**src/rtl/rdid_pkg.sv**
```systemverilog
// Shared constants, state encoding and ID payload type for the RDID responder.
package rdid_pkg;

  localparam int unsigned CMD_W      = 8;
  localparam int unsigned ID_W       = 24;
  localparam int unsigned CMD_CNT_W  = 3;
  localparam int unsigned DATA_CNT_W = 5;
  localparam int unsigned ARM_CNT_W  = 3;

  localparam logic [CMD_W-1:0] RDID_CMD     = 8'h9F;
  localparam logic [7:0]       DEF_MAN_ID   = 8'h20;
  localparam logic [7:0]       DEF_MEM_TYPE = 8'h20;
  localparam logic [7:0]       DEF_MEM_CAP  = 8'h15;

  // CS must read high this many cycles before a falling edge may open a transaction.
  localparam logic [ARM_CNT_W-1:0] ARM_CYCLES = 3'd4;

  typedef struct packed {
    logic [7:0] man_id;
    logic [7:0] mem_type;
    logic [7:0] mem_cap;
  } jedec_id_t;

  typedef enum logic [1:0] {
    IDLE  = 2'd0,
    CMD   = 2'd1,
    RESP  = 2'd2,
    DRAIN = 2'd3
  } state_t;

  // Five ASCII characters, for display as a string in waveform viewers.
  function automatic logic [39:0] state_name(input state_t s);
    case (s)
      IDLE:    state_name = "IDLE ";
      CMD:     state_name = "CMD  ";
      RESP:    state_name = "RESP ";
      default: state_name = "DRAIN";
    endcase
  endfunction

endpackage

```
**src/rtl/spi_pin_sync.sv**
```systemverilog
// Two-flop synchronizer for one SPI pin plus a registered edge detector.
module spi_pin_sync #(
  parameter logic RST_VAL = 1'b0
) (
  input  logic clk,
  input  logic rst,
  input  logic pin,
  output logic level,
  output logic rise,
  output logic fall
);

  logic meta;
  logic sync;

  // level is the edge register, so it already shows the new value when a strobe fires.
  always_ff @(posedge clk) begin
    if (rst) begin
      meta  <= RST_VAL;
      sync  <= RST_VAL;
      level <= RST_VAL;
      rise  <= 1'b0;
      fall  <= 1'b0;
    end else begin
      meta  <= pin;
      sync  <= meta;
      level <= sync;
      rise  <= sync & ~level;
      fall  <= ~sync & level;
    end
  end

endmodule

```
**src/rtl/rdid_responder.sv**
```systemverilog
// SPI-slave model of the M25P16 RDID (0x9F) response, oversampling the flash-side pins.
module rdid_responder
  import rdid_pkg::*;
#(
  parameter logic [7:0] MAN_ID   = DEF_MAN_ID,
  parameter logic [7:0] MEM_TYPE = DEF_MEM_TYPE,
  parameter logic [7:0] MEM_CAP  = DEF_MEM_CAP
) (
  input  logic       clk,
  input  logic       rst,
  input  logic       spisck,
  input  logic       spimosi,
  input  logic       prom_cs_n,
  output logic       spimiso,
  output logic       cmd_valid,
  output logic [7:0] cmd_byte,
  output logic       rdid_done,
  output logic       busy
);

  localparam jedec_id_t ID_WORD = '{man_id: MAN_ID, mem_type: MEM_TYPE, mem_cap: MEM_CAP};

  logic       sck_level, sck_rise, sck_fall;
  logic       mosi_level;
  logic [1:0] unused_mosi_edges;
  logic       cs_level, cs_rise, cs_fall;

  spi_pin_sync #(.RST_VAL(1'b0)) u_sck (
    .clk(clk), .rst(rst), .pin(spisck),
    .level(sck_level), .rise(sck_rise), .fall(sck_fall)
  );

  spi_pin_sync #(.RST_VAL(1'b0)) u_mosi (
    .clk(clk), .rst(rst), .pin(spimosi),
    .level(mosi_level), .rise(unused_mosi_edges[1]), .fall(unused_mosi_edges[0])
  );

  spi_pin_sync #(.RST_VAL(1'b1)) u_cs (
    .clk(clk), .rst(rst), .pin(prom_cs_n),
    .level(cs_level), .rise(cs_rise), .fall(cs_fall)
  );

  state_t                  state_q, state_d;
  logic [CMD_CNT_W-1:0]    bit_cnt_q, bit_cnt_d;
  logic [DATA_CNT_W-1:0]   data_cnt_q, data_cnt_d;
  logic [CMD_W-1:0]        cmd_sh_q, cmd_sh_d;
  logic [ID_W-1:0]         id_sh_q, id_sh_d;
  logic [ARM_CNT_W-1:0]    arm_cnt_q, arm_cnt_d;
  logic                    miso_d, cmd_valid_d, rdid_done_d, busy_d;
  logic [CMD_W-1:0]        cmd_byte_d, cmd_next;
  logic                    sck_rise_act, sck_fall_act, armed;

  // SCK strobes only count while the synchronized chip select is low.
  assign sck_rise_act = sck_rise & ~cs_level & ~sck_level ^ sck_rise & ~cs_level;
  assign sck_fall_act = sck_fall & ~cs_level;
  assign cmd_next     = {cmd_sh_q[CMD_W-2:0], mosi_level};
  // A CS already low at reset reads as a fall from the reset value; require real high time first.
  assign armed        = (arm_cnt_q == ARM_CYCLES);

  always_comb begin
    state_d     = state_q;
    bit_cnt_d   = bit_cnt_q;
    data_cnt_d  = data_cnt_q;
    cmd_sh_d    = cmd_sh_q;
    id_sh_d     = id_sh_q;
    miso_d      = spimiso;
    cmd_byte_d  = cmd_byte;
    cmd_valid_d = 1'b0;
    rdid_done_d = 1'b0;

    if (!cs_level) begin
      arm_cnt_d = '0;
    end else if (!armed) begin
      arm_cnt_d = arm_cnt_q + ARM_CNT_W'(1);
    end else begin
      arm_cnt_d = arm_cnt_q;
    end

    if (cs_rise) begin
      state_d = IDLE;
      miso_d  = 1'b0;
    end else begin
      case (state_q)
        IDLE: begin
          miso_d = 1'b0;
          if (cs_fall && armed) begin
            bit_cnt_d = '0;
            state_d   = CMD;
          end
        end
        CMD: begin
          if (sck_rise_act) begin
            cmd_sh_d  = cmd_next;
            bit_cnt_d = bit_cnt_q + CMD_CNT_W'(1);
            if (bit_cnt_q == CMD_CNT_W'(CMD_W - 1)) begin
              cmd_byte_d  = cmd_next;
              cmd_valid_d = 1'b1;
              if (cmd_next == RDID_CMD) begin
                id_sh_d    = ID_WORD;
                data_cnt_d = '0;
                state_d    = RESP;
              end else begin
                state_d = DRAIN;
              end
            end
          end
        end
        RESP: begin
          if (sck_fall_act) begin
            miso_d  = id_sh_q[ID_W-1];
            id_sh_d = {id_sh_q[ID_W-2:0], 1'b0};
          end
          if (sck_rise_act) begin
            data_cnt_d = data_cnt_q + DATA_CNT_W'(1);
            if (data_cnt_q == DATA_CNT_W'(ID_W - 1)) begin
              rdid_done_d = 1'b1;
              miso_d      = 1'b0;
              state_d     = DRAIN;
            end
          end
        end
        default: begin
          miso_d = 1'b0;
        end
      endcase
    end

    busy_d = (state_d != IDLE);
  end

  always_ff @(posedge clk) begin
    if (rst) begin
      state_q    <= IDLE;
      bit_cnt_q  <= '0;
      data_cnt_q <= '0;
      cmd_sh_q   <= '0;
      id_sh_q    <= '0;
      arm_cnt_q  <= '0;
      spimiso    <= 1'b0;
      cmd_valid  <= 1'b0;
      cmd_byte   <= '0;
      rdid_done  <= 1'b0;
      busy       <= 1'b0;
    end else begin
      state_q    <= state_d;
      bit_cnt_q  <= bit_cnt_d;
      data_cnt_q <= data_cnt_d;
      cmd_sh_q   <= cmd_sh_d;
      id_sh_q    <= id_sh_d;
      arm_cnt_q  <= arm_cnt_d;
      spimiso    <= miso_d;
      cmd_valid  <= cmd_valid_d;
      cmd_byte   <= cmd_byte_d;
      rdid_done  <= rdid_done_d;
      busy       <= busy_d;
    end
  end

endmodule

```
**config.mk**
```make
export PLATFORM = sky130hd
export DESIGN_NAME = rdid_responder
export DESIGN_NICKNAME = d
export VERILOG_FILES = /design/src/rtl/rdid_pkg.sv /design/src/rtl/spi_pin_sync.sv /design/src/rtl/rdid_responder.sv
export SDC_FILE = /design/constraint.sdc
export NUM_CORES = 1
export LEC_CHECK = 0
export CAP_MARGIN = 25
export CORE_ASPECT_RATIO = 0.9
export CORE_UTILIZATION = 50
export CTS_CLUSTER_SIZE = 40
export DETAILED_ROUTE_END_ITERATION = 12
export GPL_TIMING_DRIVEN = 1
export PLACE_DENSITY = 0.69
export RECOVER_POWER = 100
export SYNTH_ARGS = -nofsm -noshare
export SYNTH_HDL_FRONTEND = slang
export SYNTH_SLANG_ARGS = --single-unit
```
**constraint.sdc**
```tcl
create_clock -name clk -period 2.08 [get_ports clk]
set_input_delay 0.208 -clock clk [delete_from_list [all_inputs] [get_ports clk]]
set_output_delay 0.208 -clock clk [all_outputs]
set_load 0.02 [all_outputs]
```
==> impl_results.md <==
- Number of nets in the layout: 335
- Post-Place Setup Slack: 0.216 ns
- DP Wirelength: 3520 um
- ANT nets after route: 0
- Netlist cell types: 46
- Total Power: 2320 uW
- Setup Viol. Count Final: 0
- Worst-Skew Late Latency: 0.34 ns
- Sequential share of the synthesized area: 0.460
- Post-placement cell area: 3210 um^2
- GRT Overall Usage: 0.179
- Die Footprint: 6320 um^2
- HP Class: in2reg
- Setup Crit Path Kind: reg2reg
- Placed cells: 384
- Family with the most delay on the worst path: simple AND/OR/NAND/NOR gates
- Startpoint class of the critical path: flip-flop
- RSZ-0062 raised after global routing: no
- Die Span X: 83.7 um
- Inserted Diodes: 0
- Cell Rows: 26
- PD cells: 703 nW/um^2
- Critical path endpoint category: flip-flop
- Max cap viols: 0
- Chip Height: 75.5 um
- Final setup margin: 0.206 ns
- Critical path buffers and inverters: 1
- Hold_buf cts: 0
- Number of global-route vias before repair: 1857
- Global-route wire length before repair: 8740 um
- GRT overflow: 0
- TritonCTS clock tree: built
- Critical path's slowest cell: dfxtp_1
- H-tree levels: 3
- Fillers: 517
- Via Count: 2170
- Leakage: 0.00120 uW
- Status: finished clean
- Post-Synthesis Cells: 310
- Layout cells sized above 1: 0.119
- IO Pins: 17
- Critical path fanouts, max: 12
- DR WL/cell: 13.3 um
- Largest net degree at the start of global routing: 33
- Synth Net Count: 320
- Gp weighted congestion: 0.801
- Layout Cells excl Fill: 399
- Arrival time worst endpoint: 2.07 ns
- Synth Register Bits: 69
- Routed WL: 5320 um
- Post-CTS setup buffers: 0
- Detailed Routing Iterations Pass 1: 4
- Post-layout min period: 1.87 ns
- Initial antenna violation count: 0
- Vias per inst: 5.44
- Clock sinks: 69
- Rel. slew slack: 0.431
- Total negative slack: 0 ns
- Drc violations: 0
- Worst-path clk slew: 0.07 ns
- Post-CTS Resized: 0
- Worst Path Required: 2.27 ns
- CTS Root Cell: clkbuf_8
- Worst VDD drop: 0.477 mV
- Hold Fails Final Rpt: 0
- Most used DFF post-synth: dfxtp_1
- Post-synth EDFFs: 0
- Worst Clk Skew: 0.00604 ns
- Final instance area: 3300 um^2
- Max Buffers Root-to-Sink: 2
- Avg Inst Size Synth: 9.69 um^2
- Starting density of the core: 0.524
- Clock buffer count from CTS: 9
- Tcrit/Tclk final: 0.901
- Max-slew violations: 0
- Core box area: 5730 um^2
- Area Growth Syn to Fin: 9.92%
- Syn. warnings: 0
- Critical-path cell list: and2b_1 > nand4_1 > buf_4 > a211oi_1 > nor3_1
- DR iter-0 viols: 130
- Top cell type's share of synthesized area: 0.460
- Slowest stage delay, CP: 0.51 ns
- Cell area after synthesis: 3000 um^2
- Top cells by area, synth: dfxtp_1, a211oi_1, nor3b_2, mux2i_1, nor2_1
- Count of input and output buffers: 16
- Fmax: 534 MHz
- Post-synth top area cell: dfxtp_1
- Worst Max-Slew Pin Slew: 0.853 ns
- Post-synth ARST share: 0
==> sequential cells by signal, summed over array words and instances (netlist names), 2 cells and up <==
signal / count
data_cnt_q: 5
id_sh_q: 24
state_q: 2
bit_cnt_q: 3
cmd_byte: 8
cmd_sh_q: 7
arm_cnt_q: 3
==> metrics by stage <==
step                hold slack (ns)  utilization
floorplan                     0.287            -
finish                        0.398        0.576
global placement              0.394        0.560
global route                  0.429        0.576
CTS                           0.253        0.588
detailed placement            0.397        0.560
==> power by group <==
group,internal (uW),switching (uW)
Sequential,1340,11.1
Combinational,26.2,41.6
Clock,456,448
Total,1820,501
==> worst paths after layout <==
kind	slack [ns]	start	depth (start not counted)	end
worst max-delay path	0.21	state_q[0]	5	id_sh_q[6]
worst min-delay path	0.40	rst	2	u_sck.sync
worst max register to register	0.21	state_q[0]	5	id_sh_q[6]
worst min register to register	0.41	u_cs.meta	1	u_cs.sync
==> cell usage in the layout (no fill, tap or decap), types with 10 or more instances in the layout <==
cell and n:
nor2_1 29, inv_1 12, dlygate4sd3_1 14, a211oi_1 20, mux2i_1 11, dfxtp_1 69
a21oi_1 20, clkbuf_8 10, nand2_1 25, nor3_1 20
==> logic make-up after synthesis <==
| logic type | after synthesis | synth area share |
|---|---|---|
| simple gates | 134 | 0.275 |
| flops | 69 | 0.460 |
| compound gates | 57 | 0.146 |
| buf+inv | 33 | 0.0583 |
| mux | 11 | 0.0367 |
| fa+ha+maj | 5 | 0.0208 |
| xor+xnor | 1 | 0.00292 |
==> synthesized netlist by cell type (all sizes together) (5+ instances only) <==
cell type and n:
mux2i 11, clkbuf 7, ha 5, nor2 30, dfxtp 69, nand2 25
a221oi 10, buf 14, nor3b 15, inv 12, nand3 8, a211oi 20
nand2b 6, a21oi 20, nor3 21, nor2b 7
==> worst register-to-register path, stage by stage (launching register included) <==
cell	delay [ns]
dfxtp_1	0.51
and2b_1	0.26
nand4_1	0.29
buf_4	0.29
a211oi_1	0.28
nor3_1	0.09
==> layer usage <==
metal / track usage / vias to the layer above / part of all wire
met4: 0.0678 / 0 / 0.015
met5: 0 / - / 0
met3: 0.0650 / 8 / 0.034
met1: 0.245 / 998 / 0.52
li1: - / 1137 / -
met2: 0.260 / 27 / 0.43
==> layout make-up <==
cell class / instances / area [um^2] / share of cell area
Clock buffer: 13 / 149 / 0.0451
Clock inverter: 2 / 10.0 / 0.00303
Inverter: 12 / 45.0 / 0.0136
Multi-Input combinational cell: 208 / 1400 / 0.424
Sequential cell: 69 / 1380 / 0.418
Tap cell: 70 / 87.6 / 0.0265
Timing Repair Buffer: 25 / 228 / 0.0690
Power figures use the tool's default switching activity.
